`src/rtl/mult5_pkg.sv`:
```
// Shared types for the mult5 arbiter slice: operand/product widths, the
// arbiter FSM encoding, the issue-pipeline slot layout and the product helper.
package mult5_pkg;

    localparam int OPW      = 5;    // operand width
    localparam int PRODW    = 10;   // full product width, 31*31 = 961 fits
    localparam int SLOT_IDW = 3;    // tag field wide enough for up to 8 requesters

    typedef enum logic [1:0] {
        IDLE   = 2'd0,
        ACTIVE = 2'd1,
        DRAIN  = 2'd2
    } arb_state_t;

    // One stage of the issue pipeline; a bubble is a slot with valid = 0.
    typedef struct packed {
        logic                valid;
        logic [SLOT_IDW-1:0] id;
        logic [OPW-1:0]      a;
        logic [OPW-1:0]      b;
    } pipe_slot_t;

    // Unsigned full-width product; both operands widen before the multiply
    // so no bits are lost.
    function automatic logic [PRODW-1:0] mul5(input logic [OPW-1:0] a,
                                              input logic [OPW-1:0] b);
        return PRODW'(a) * PRODW'(b);
    endfunction

endpackage

```
`src/rtl/mult5_rr_pick.sv`:
```
// Combinational round-robin picker. The search begins one position after
// `last` and wraps modulo NREQ; the first set request wins. Produces a
// one-hot grant, its index and a flag saying whether anything was granted.
module mult5_rr_pick #(
    parameter  int NREQ = 4,
    localparam int IDW  = $clog2(NREQ)
) (
    input  logic [NREQ-1:0] req,
    input  logic [IDW-1:0]  last,
    output logic [NREQ-1:0] gnt,
    output logic [IDW-1:0]  gnt_idx,
    output logic            gnt_any
);

    // Walk the requesters in rotated priority order and keep the first hit.
    always_comb begin
        int              sum;
        logic [IDW-1:0]  idx;
        gnt     = '0;
        gnt_idx = '0;
        gnt_any = 1'b0;
        sum     = 0;
        idx     = '0;
        for (int off = 1; off <= NREQ; off++) begin
            sum = int'(last) + off;
            if (sum >= NREQ) begin
                sum = sum - NREQ;
            end
            idx = sum[IDW-1:0];
            if (!gnt_any && req[idx]) begin
                gnt[idx] = 1'b1;
                gnt_idx  = idx;
                gnt_any  = 1'b1;
            end
        end
    end

endmodule

```
`src/rtl/mult5_share_arb.sv`:
```
// Round-robin arbiter sharing one pipelined 5x5 unsigned multiplier among
// NREQ requesters. One operand pair is accepted per cycle, tagged with the
// requester index, and returned as a 10-bit product exactly LAT cycles later.
// The IDLE/ACTIVE/DRAIN FSM gates grants and reports when the datapath has
// emptied. Optional build macro MULT5_ARB_STATS_EN adds per-requester
// saturating grant counters readable through stat_sel/stat_cnt.
module mult5_share_arb
    import mult5_pkg::*;
#(
    parameter  int NREQ = 4,
    parameter  int LAT  = 2,
    localparam int IDW  = $clog2(NREQ)
) (
    input  logic                clk,
    input  logic                rst_n,
    input  logic                enable,
    input  logic [NREQ-1:0]     req_valid,
    input  logic [NREQ*OPW-1:0] req_a,
    input  logic [NREQ*OPW-1:0] req_b,
    output logic [NREQ-1:0]     req_ready,
    output logic                rsp_valid,
    output logic [IDW-1:0]      rsp_id,
    output logic [PRODW-1:0]    rsp_product,
    output logic                idle
`ifdef MULT5_ARB_STATS_EN
    ,
    input  logic [IDW-1:0]      stat_sel,
    output logic [15:0]         stat_cnt
`endif
);

    arb_state_t         state_reg;
    logic               idle_reg;
    logic [IDW-1:0]     last_grant_reg;

    logic               grant_en;
    logic [NREQ-1:0]    pick_req;
    logic [NREQ-1:0]    gnt_onehot;
    logic [IDW-1:0]     gnt_idx;
    logic               hs;

    logic [OPW-1:0]     op_a [NREQ];
    logic [OPW-1:0]     op_b [NREQ];

    pipe_slot_t         issue_slot;
    pipe_slot_t         tail_slot;
    logic               slots_busy;
    logic               pipe_empty_next;

    logic               rsp_valid_reg;
    logic [IDW-1:0]     rsp_id_reg;
    logic [PRODW-1:0]   rsp_product_reg;
    logic               unused_tail_id;

    // Unpack the flat operand buses so the granted pair can be muxed by index.
    for (genvar gi = 0; gi < NREQ; gi++) begin : g_unpack
        assign op_a[gi] = req_a[gi*OPW +: OPW];
        assign op_b[gi] = req_b[gi*OPW +: OPW];
    end

    // Grants only while ACTIVE and still enabled, so a falling enable blocks
    // the grant in that very cycle.
    assign grant_en = (state_reg == ACTIVE) && enable;
    assign pick_req = req_valid & {NREQ{grant_en}};

    mult5_rr_pick #(
        .NREQ   (NREQ)
    ) u_pick (
        .req     (pick_req),
        .last    (last_grant_reg),
        .gnt     (gnt_onehot),
        .gnt_idx (gnt_idx),
        .gnt_any (hs)
    );

    assign req_ready = gnt_onehot;

    // Build the stage-1 entry; a cycle without a handshake becomes a bubble.
    always_comb begin
        issue_slot       = '0;
        issue_slot.valid = hs;
        issue_slot.id    = SLOT_IDW'(gnt_idx);
        issue_slot.a     = op_a[gnt_idx];
        issue_slot.b     = op_b[gnt_idx];
    end

    // Operand slots ahead of the product register. With LAT = 1 the product
    // register takes the issue entry directly.
    if (LAT == 1) begin : g_no_slots
        assign tail_slot  = issue_slot;
        assign slots_busy = 1'b0;
    end else begin : g_slots
        pipe_slot_t        slot_reg [LAT-1];
        logic [LAT-2:0]    slot_valid;

        for (genvar gi = 0; gi < LAT-1; gi++) begin : g_stage
            if (gi == 0) begin : g_head
                // First slot captures the issue entry every cycle.
                always_ff @(posedge clk or negedge rst_n) begin
                    if (!rst_n) begin
                        slot_reg[gi] <= '0;
                    end else begin
                        slot_reg[gi] <= issue_slot;
                    end
                end
            end else begin : g_body
                // Later slots simply shift; the pipeline never stalls.
                always_ff @(posedge clk or negedge rst_n) begin
                    if (!rst_n) begin
                        slot_reg[gi] <= '0;
                    end else begin
                        slot_reg[gi] <= slot_reg[gi-1];
                    end
                end
            end
            assign slot_valid[gi] = slot_reg[gi].valid;
        end

        assign tail_slot  = slot_reg[LAT-2];
        assign slots_busy = |slot_valid;
    end

    // Everything that will occupy a slot or the product register next cycle
    // is either the issue entry or a current slot; if none is valid the
    // datapath is empty from the next cycle on.
    assign pipe_empty_next = !issue_slot.valid && !slots_busy;

    // FSM with registered idle flag; DRAIN exits to IDLE on the edge after
    // which the datapath holds nothing, so idle rises right after the last
    // result was presented.
    always_ff @(posedge clk or negedge rst_n) begin
        if (!rst_n) begin
            state_reg <= IDLE;
            idle_reg  <= 1'b1;
        end else begin
            case (state_reg)
                IDLE: begin
                    idle_reg <= !enable;
                    if (enable) begin
                        state_reg <= ACTIVE;
                    end
                end
                ACTIVE: begin
                    idle_reg <= 1'b0;
                    if (!enable) begin
                        state_reg <= DRAIN;
                    end
                end
                DRAIN: begin
                    if (enable) begin
                        state_reg <= ACTIVE;
                        idle_reg  <= 1'b0;
                    end else if (pipe_empty_next) begin
                        state_reg <= IDLE;
                        idle_reg  <= 1'b1;
                    end else begin
                        idle_reg  <= 1'b0;
                    end
                end
                default: begin
                    state_reg <= IDLE;
                    idle_reg  <= 1'b1;
                end
            endcase
        end
    end

    // Round-robin pointer moves only when a handshake actually happens.
    always_ff @(posedge clk or negedge rst_n) begin
        if (!rst_n) begin
            last_grant_reg <= IDW'(NREQ - 1);
        end else if (hs) begin
            last_grant_reg <= gnt_idx;
        end
    end

    // Final stage: multiply the oldest operands and register the response.
    always_ff @(posedge clk or negedge rst_n) begin
        if (!rst_n) begin
            rsp_valid_reg   <= 1'b0;
            rsp_id_reg      <= '0;
            rsp_product_reg <= '0;
        end else begin
            rsp_valid_reg <= tail_slot.valid;
            if (tail_slot.valid) begin
                rsp_id_reg      <= tail_slot.id[IDW-1:0];
                rsp_product_reg <= mul5(tail_slot.a, tail_slot.b);
            end
        end
    end

    // The slot tag field is sized for the largest NREQ; upper bits may be spare.
    assign unused_tail_id = ^tail_slot.id;

    assign rsp_valid   = rsp_valid_reg;
    assign rsp_id      = rsp_id_reg;
    assign rsp_product = rsp_product_reg;
    assign idle        = idle_reg;

`ifdef MULT5_ARB_STATS_EN
    logic [15:0] cnt_reg [NREQ];
    logic [15:0] stat_cnt_reg;

    for (genvar gi = 0; gi < NREQ; gi++) begin : g_stat
        // Saturating grant counter for requester gi.
        always_ff @(posedge clk or negedge rst_n) begin
            if (!rst_n) begin
                cnt_reg[gi] <= '0;
            end else if (req_valid[gi] && req_ready[gi] && (cnt_reg[gi] != 16'hFFFF)) begin
                cnt_reg[gi] <= cnt_reg[gi] + 16'd1;
            end
        end
    end

    // Registered readout of the selected counter; unused selector codes read 0.
    always_ff @(posedge clk or negedge rst_n) begin
        if (!rst_n) begin
            stat_cnt_reg <= '0;
        end else if (int'(stat_sel) < NREQ) begin
            stat_cnt_reg <= cnt_reg[stat_sel];
        end else begin
            stat_cnt_reg <= '0;
        end
    end

    assign stat_cnt = stat_cnt_reg;
`endif

endmodule

```
`config.mk`:
```
export PLATFORM = sky130hd
export DESIGN_NAME = mult5_share_arb
export DESIGN_NICKNAME = d
export VERILOG_FILES = /design/src/rtl/mult5_pkg.sv /design/src/rtl/mult5_rr_pick.sv /design/src/rtl/mult5_share_arb.sv
export SDC_FILE = /design/constraint.sdc
export NUM_CORES = 1
export LEC_CHECK = 0
export CAP_MARGIN = 20
export CORE_MARGIN = 2
export CORE_UTILIZATION = 58
export DETAILED_ROUTE_END_ITERATION = 12
export DONT_BUFFER_PORTS = 1
export GPL_TIMING_DRIVEN = 0
export PLACE_DENSITY_LB_ADDON = 0.25
export SLEW_MARGIN = 0
export SYNTH_ARGS = -nofsm -noshare
export SYNTH_HDL_FRONTEND = slang
export SYNTH_SLANG_ARGS = --single-unit
```
`constraint.sdc`:
```
create_clock -name clk -period 3.55 [get_ports clk]
set_clock_uncertainty 0.2 [all_clocks]
set_input_delay 0.1775 -clock clk [delete_from_list [all_inputs] [get_ports clk]]
set_output_delay 0.1775 -clock clk [all_outputs]
set_load 0.05 [all_outputs]
```
# Yosys cells after proc, flatten, opt, wreduce, memory -nomap -nowiden
# Index checks and enable logic that the tools add are counted.
[word_totals]
regBits = 31
latchBits = 0
ram_bits = 0
romBits = 0
n_memories = 0
[op_classes]
muxes = 46
n_div = 0
n_shift = 0
n_addsub = 8
n_eq_ne = 5
order_cmp = 13
mul = 1
bitwise = 5
reduce_logical = 17
[op_table]
columns = ["operator", "n"]
rows = [
  ["$mux W2", 12],
  ["$bmux W5 S2", 2],
  ["$mux W5", 4],
  ["$mux W4", 4],
  ["$mux W1", 14],
  ["$ge A3 B3 Y1 const B", 4],
  ["$lt A2 B3 Y1 const B", 4],
  ["$or A4 B4 Y4", 3],
  ["$mul A5 B5 Y10", 1],
  ["$logic_and A1 B1 Y1", 9],
  ["$bmux W1 S2", 4],
  ["$demux W1 S2", 4],
  ["$ge A2 B1 Y1 const B", 4],
  ["$sub A2 B1 Y2 const B", 4],
  ["$add A2 B2 Y3 const B", 2],
  ["$logic_not A1 Y1", 6],
  ["$pmux W2 S3", 1],
  ["$add A2 B3 Y4 const B", 1],
  ["$and A4 B4 Y4", 1],
  ["$ge A4 B3 Y1 const B", 1],
  ["$ne A2 B2 Y1 const B", 2],
  ["$add A2 B1 Y3 const B", 1],
  ["$ne A3 B3 Y1 const B", 1],
  ["$not A2 Y3", 1],
  ["5 further kinds", 5],
]

# Depth between registers and ports, before layout
[logic_depth]
depth_word = 20
depth_mapped = 12
mapped_depth_nobuf = 12

# Cells and area by module
# From an unflattened synthesis, not the netlist that was laid out.
[hier_totals]
hier_cells = 244
area_unflattened_um2 = 2575.0
[modules_own_cells]
columns = ["module", "instances", "seq_area_each_um2", "area_each_um2", "cells_each"]
rows = [
  ["mult5_share_arb", 1, 779.5, 2049.5, 176],
  ["mult5_rr_pick", 1, 0.0, 525.5, 68],
]

# Least setup slack after synthesis
# No wires, ideal clock.
[synth_path]
kind = "flip-flop to flip-flop"
from = "register g_slots.slot_reg[4] (netlist name)"
to = "register rsp_product_reg[9] (netlist: rsp_product[9])"
path_buffers = 0
required_time_ns = 3.221
path_stages_with_launch = 11
slack_ns = -0.049
arrival_ns = 3.270
cell_sequence = "dfrtp_1 -> nand2_1 -> fa_1 -> fa_1 -> fa_1 -> inv_1 -> ha_1 -> a21o_1 -> a2111oi_0 -> nor3_1 -> nand3b_1"
[synth_between]
elab_chain_cells = 1
[synth_lines]
columns = ["element", "line_no", "source"]
rows = [
  ["start, declared", "mult5_share_arb.sv:93", "pipe_slot_t slot_reg [LAT-1];"],
  ["start signal, assigned by index", "mult5_share_arb.sv:103", "slot_reg[gi] <= issue_slot;"],
  ["$mul A5 B5 Y10", "mult5_pkg.sv:27", "return PRODW'(a) * PRODW'(b);"],
  ["end signal, assigned", "mult5_share_arb.sv:187", "rsp_product_reg <= mul5(tail_slot.a, tail_slot.b);"],
  ["end, declared", "mult5_share_arb.sv:52", "logic [PRODW-1:0] rsp_product_reg;"],
]
# Every way passes these cells.
# A chain may end at the register's enable or synchronous reset.

# Worst setup path in the final report
[layout_path]
from = "register g_slots.slot_reg[2] (netlist name)"
to = "register rsp_product_reg[6] (netlist: rsp_product[6])"
# The elaborated chain is that of the path after synthesis.

==> results.tsv <==
stage	metric	value	unit
detailed_routing	initial DRC count	106	
sta	f_max	289.5	MHz
yosys	sequential share of the synthesized area	0.3064	
final_layout	flip-flop and latch area	779.5	um^2
pwr	power density over cell area	727.4	nW/um^2
status	run status	completed	
sta	Rel. slew slack	0.6609	
final_layout	layout net count	385	
floorplanning	Core Box Area	4294	um^2
pwr	Reg power frac	0.325	
grt	initial antenna violation count	0	
placed_design	PortBufs	0	
grt	largest net degree at the start of global routing	32	
yosys	Mean Syn Cell Area	10.34	um^2
cts	clk_lat worst skew	0.29	ns
cts	Root Driver	clkbuf_8	
yosys	Yosys warnings	0	
placed_design	DP HPWL	3633	um
pwr	internal power	1.246	mW
sta	Setup violations, final	0	
grt	GRT Total Usage	0.2713	
final_layout	commonest non-fill, non-tap cell in the layout	dlygate4sd3_1	
detailed_routing	routed wire length	6443	um
placed_design	Placed Instances	302	
critical_path	WP data arrival	3.43	ns
detailed_routing	average wire per standard cell	17.90	um
detailed_routing	Remaining DRCs	0	
final_layout	Fillers	287	
cts	Num CTS Buffers	5	
critical_path	CP Max Fanout	5	
grt	gr ovfl total	0	
final_layout	share of cells above drive strength 1	0.1721	
floorplanning	IO Pins	65	
floorplanning	Die W	70.23	um
critical_path	Crit. End Element	flip-flop	
yosys	Gate Count Post-Synth	246	
critical_path	WP data required	3.53	ns
cts	TritonCTS clock tree	done	
worst_hold_path	Worst Hold Class	in2async	
sta	Final Max Tran Viols	0	
floorplanning	die height	70.23	um
cts	Clock Tree Buf Depth	2	
final_layout	Post-Layout Cell Count	360	
flow_run	MaxCap Viol Count	0	
yosys	Post-synth ARST share	1.000	
placed_design	GPL Wtd Cong	0.8580	
detailed_routing	ANT nets after route	0	
pwr	leakage power	1.502	nW
sta	minimum clock period	3.455	ns
detailed_routing	drt first pass iters	4	
detailed_routing	post-DR vias/cell	5.931	
cts	clock-pin slew on the worst setup and hold paths	0.07	ns
grt	vias in the first global route	2095	
final_layout	Area Growth Syn to Fin	28.78	%
pwr	worst IR drop on VDD	318.6	uV
yosys	EDFF count, synth	0	
pwr	Clock Power Share	0.113	
grt	global-route wire length before repair	10180	um
detailed_routing	Vias	2135	
sta	final hold vios	0	
yosys	Yosys cell types	47	
yosys	Post-Syn Nets	324	
cts	H-tree Lvls	2	
critical_path	Setup CP Type	reg2reg	
floorplanning	placement row count	24	
critical_path	Startpoint Class	flip-flop	
cts	Sink Count	31	
sta	Hold WS	0.1193	ns
floorplanning	Starting Density	0.5924	
yosys	ys flop type	dfrtp_1	
sta	final setup TNS	0	ns
pwr	share of power burned in combinational logic	0.562	
final_layout	most frequent cells in the layout	dlygate4sd3_1, mux2i_1, dfrtp_1	
final_layout	max FFs per register	12	
pwr	NetSw	1.136	mW
floorplanning	total die area	4932	um^2
pwr	switching share of power	0.4769	
sta	unrepaired setup endpoints after global routing	yes	
sta	Worst-Margin Slew	0.5086	ns
final_layout	Antenna Cells	0	
sta	Final Cycle Share	0.9732	
final_layout	multi-input logic area	1677	um^2
yosys	mapped cell area	2544	um^2
yosys	Yosys reg bits	31	
logic make-up (layout without fill, tap and decap cells):
logic type,Yosys count,after routing,share of synthesized area
multiplexers,41,41,0.1751
AND/OR/NAND/NOR,67,67,0.1540
buffers and inverters,30,92,0.05608
flip-flops,31,31,0.3064
adder cells (fa/ha/maj),31,31,0.1790
AO/OA/AOI/OAI,43,43,0.1190
XOR/XNOR,3,3,0.01033
area by class of cell:
type	instances	area share
Tap cell	52	0.01986
Clock inverter	2	0.003820
Inverter	19	0.02177
Sequential cell	31	0.2380
Multi-Input combinational cell	185	0.5118
Timing Repair Buffer	55	0.1620
Clock buffer	6	0.02215
Buffer	10	0.02063
routing by layer:
| layer | wire (um) | global-route usage | up-vias | part of all wire |
|---|---|---|---|---|
| met5 | 0 | 0 | - | 0 |
| met4 | 347 | 0.1517 | 0 | 0.054 |
| met3 | 372 | 0.06926 | 33 | 0.058 |
| met2 | 3173 | 0.4549 | 96 | 0.49 |
| met1 | 2549 | 0.3139 | 1001 | 0.40 |
| li1 | - | - | 1005 | - |
worst paths after layout:
path	from	to	slack [ns]	depth (start not counted)
max	g_slots.slot_reg[2]	rsp_product[6]	0.1	12
min	rst_n	rsp_product[6]	0.12	2
max reg2reg	g_slots.slot_reg[2]	rsp_product[6]	0.1	12
min reg2reg	g_slots.slot_valid	rsp_valid	0.18	0
max in group asynchronous	rst_n	last_grant_reg[0]	2.79	2
min in group clk	enable	g_slots.slot_valid	0.12	3
cell usage after synthesis (3+ instances only):
cell | number | area (um^2)
mux2i_1 | 31 | 310.3
dfrtp_1 | 28 | 700.7
ha_1 | 22 | 275.3
inv_1 | 19 | 71.32
and2_1 | 16 | 100.1
nand2_1 | 12 | 45.04
o21ai_0 | 11 | 55.05
nor2_1 | 10 | 37.54
fa_1 | 9 | 180.2
a22oi_1 | 8 | 60.06
mux2_2 | 8 | 90.09
a21oi_1 | 6 | 30.03
a21o_1 | 5 | 37.54
clkbuf_1 | 5 | 18.77
nor3_1 | 5 | 25.02
buf_4 | 4 | 30.03
dfstp_2 | 3 | 78.83
nor2b_1 | 3 | 18.77
or3_1 | 3 | 18.77
power groups by stage:
| stage | combinational (mW) | clock [mW] | sequential (mW) |
|---|---|---|---|
| CTS | 1.25 | 0.273 | 0.761 |
| global route | 1.48 | 0.291 | 0.791 |
| floorplan | 0.907 | 0 | 0.742 |
| global placement | 1.05 | 0 | 0.770 |
| finish | 1.34 | 0.269 | 0.775 |
| detailed placement | 1.09 | 0 | 0.773 |
through the flow:
step | total power, mW | utilization | cell area (um^2) | worst slack, ns
6_report | 2.383 | 0.7628 | 3276 | 0.09523
5_1_grt | 2.564 | 0.7628 | 3276 | -0.06007
2_1_floorplan | 1.649 | - | 2549 | 0.02602
3_3_place_gp | 1.817 | 0.6087 | 2614 | -0.1536
3_5_place_dp | 1.865 | 0.6157 | 2644 | -0.1600
4_1_cts | 2.285 | 0.7491 | 3217 | 0.009891
critical path: stages, from the launching register on:
cell	delay [ns]
dfrtp_1	0.41
nand2_2	0.08
fa_1	0.52
fa_1	0.44
fa_1	0.53
inv_2	0.05
ha_4	0.24
a21o_1	0.16
a21oi_2	0.17
buf_4	0.13
buf_4	0.09
xnor2_1	0.06
mux2_2	0.26
what timing repair did:
action | 4_1_cts | 5_1_grt
gates resized for setup | 3 | 9
buffers inserted | 4 | 4
pin swaps | 2 | 8
setup endpoints to repair | 2 | 16
hold buffers | 43 | 0
endpoints found under the hold margin | 44 | 0
(Power assumes the default switching activity.)
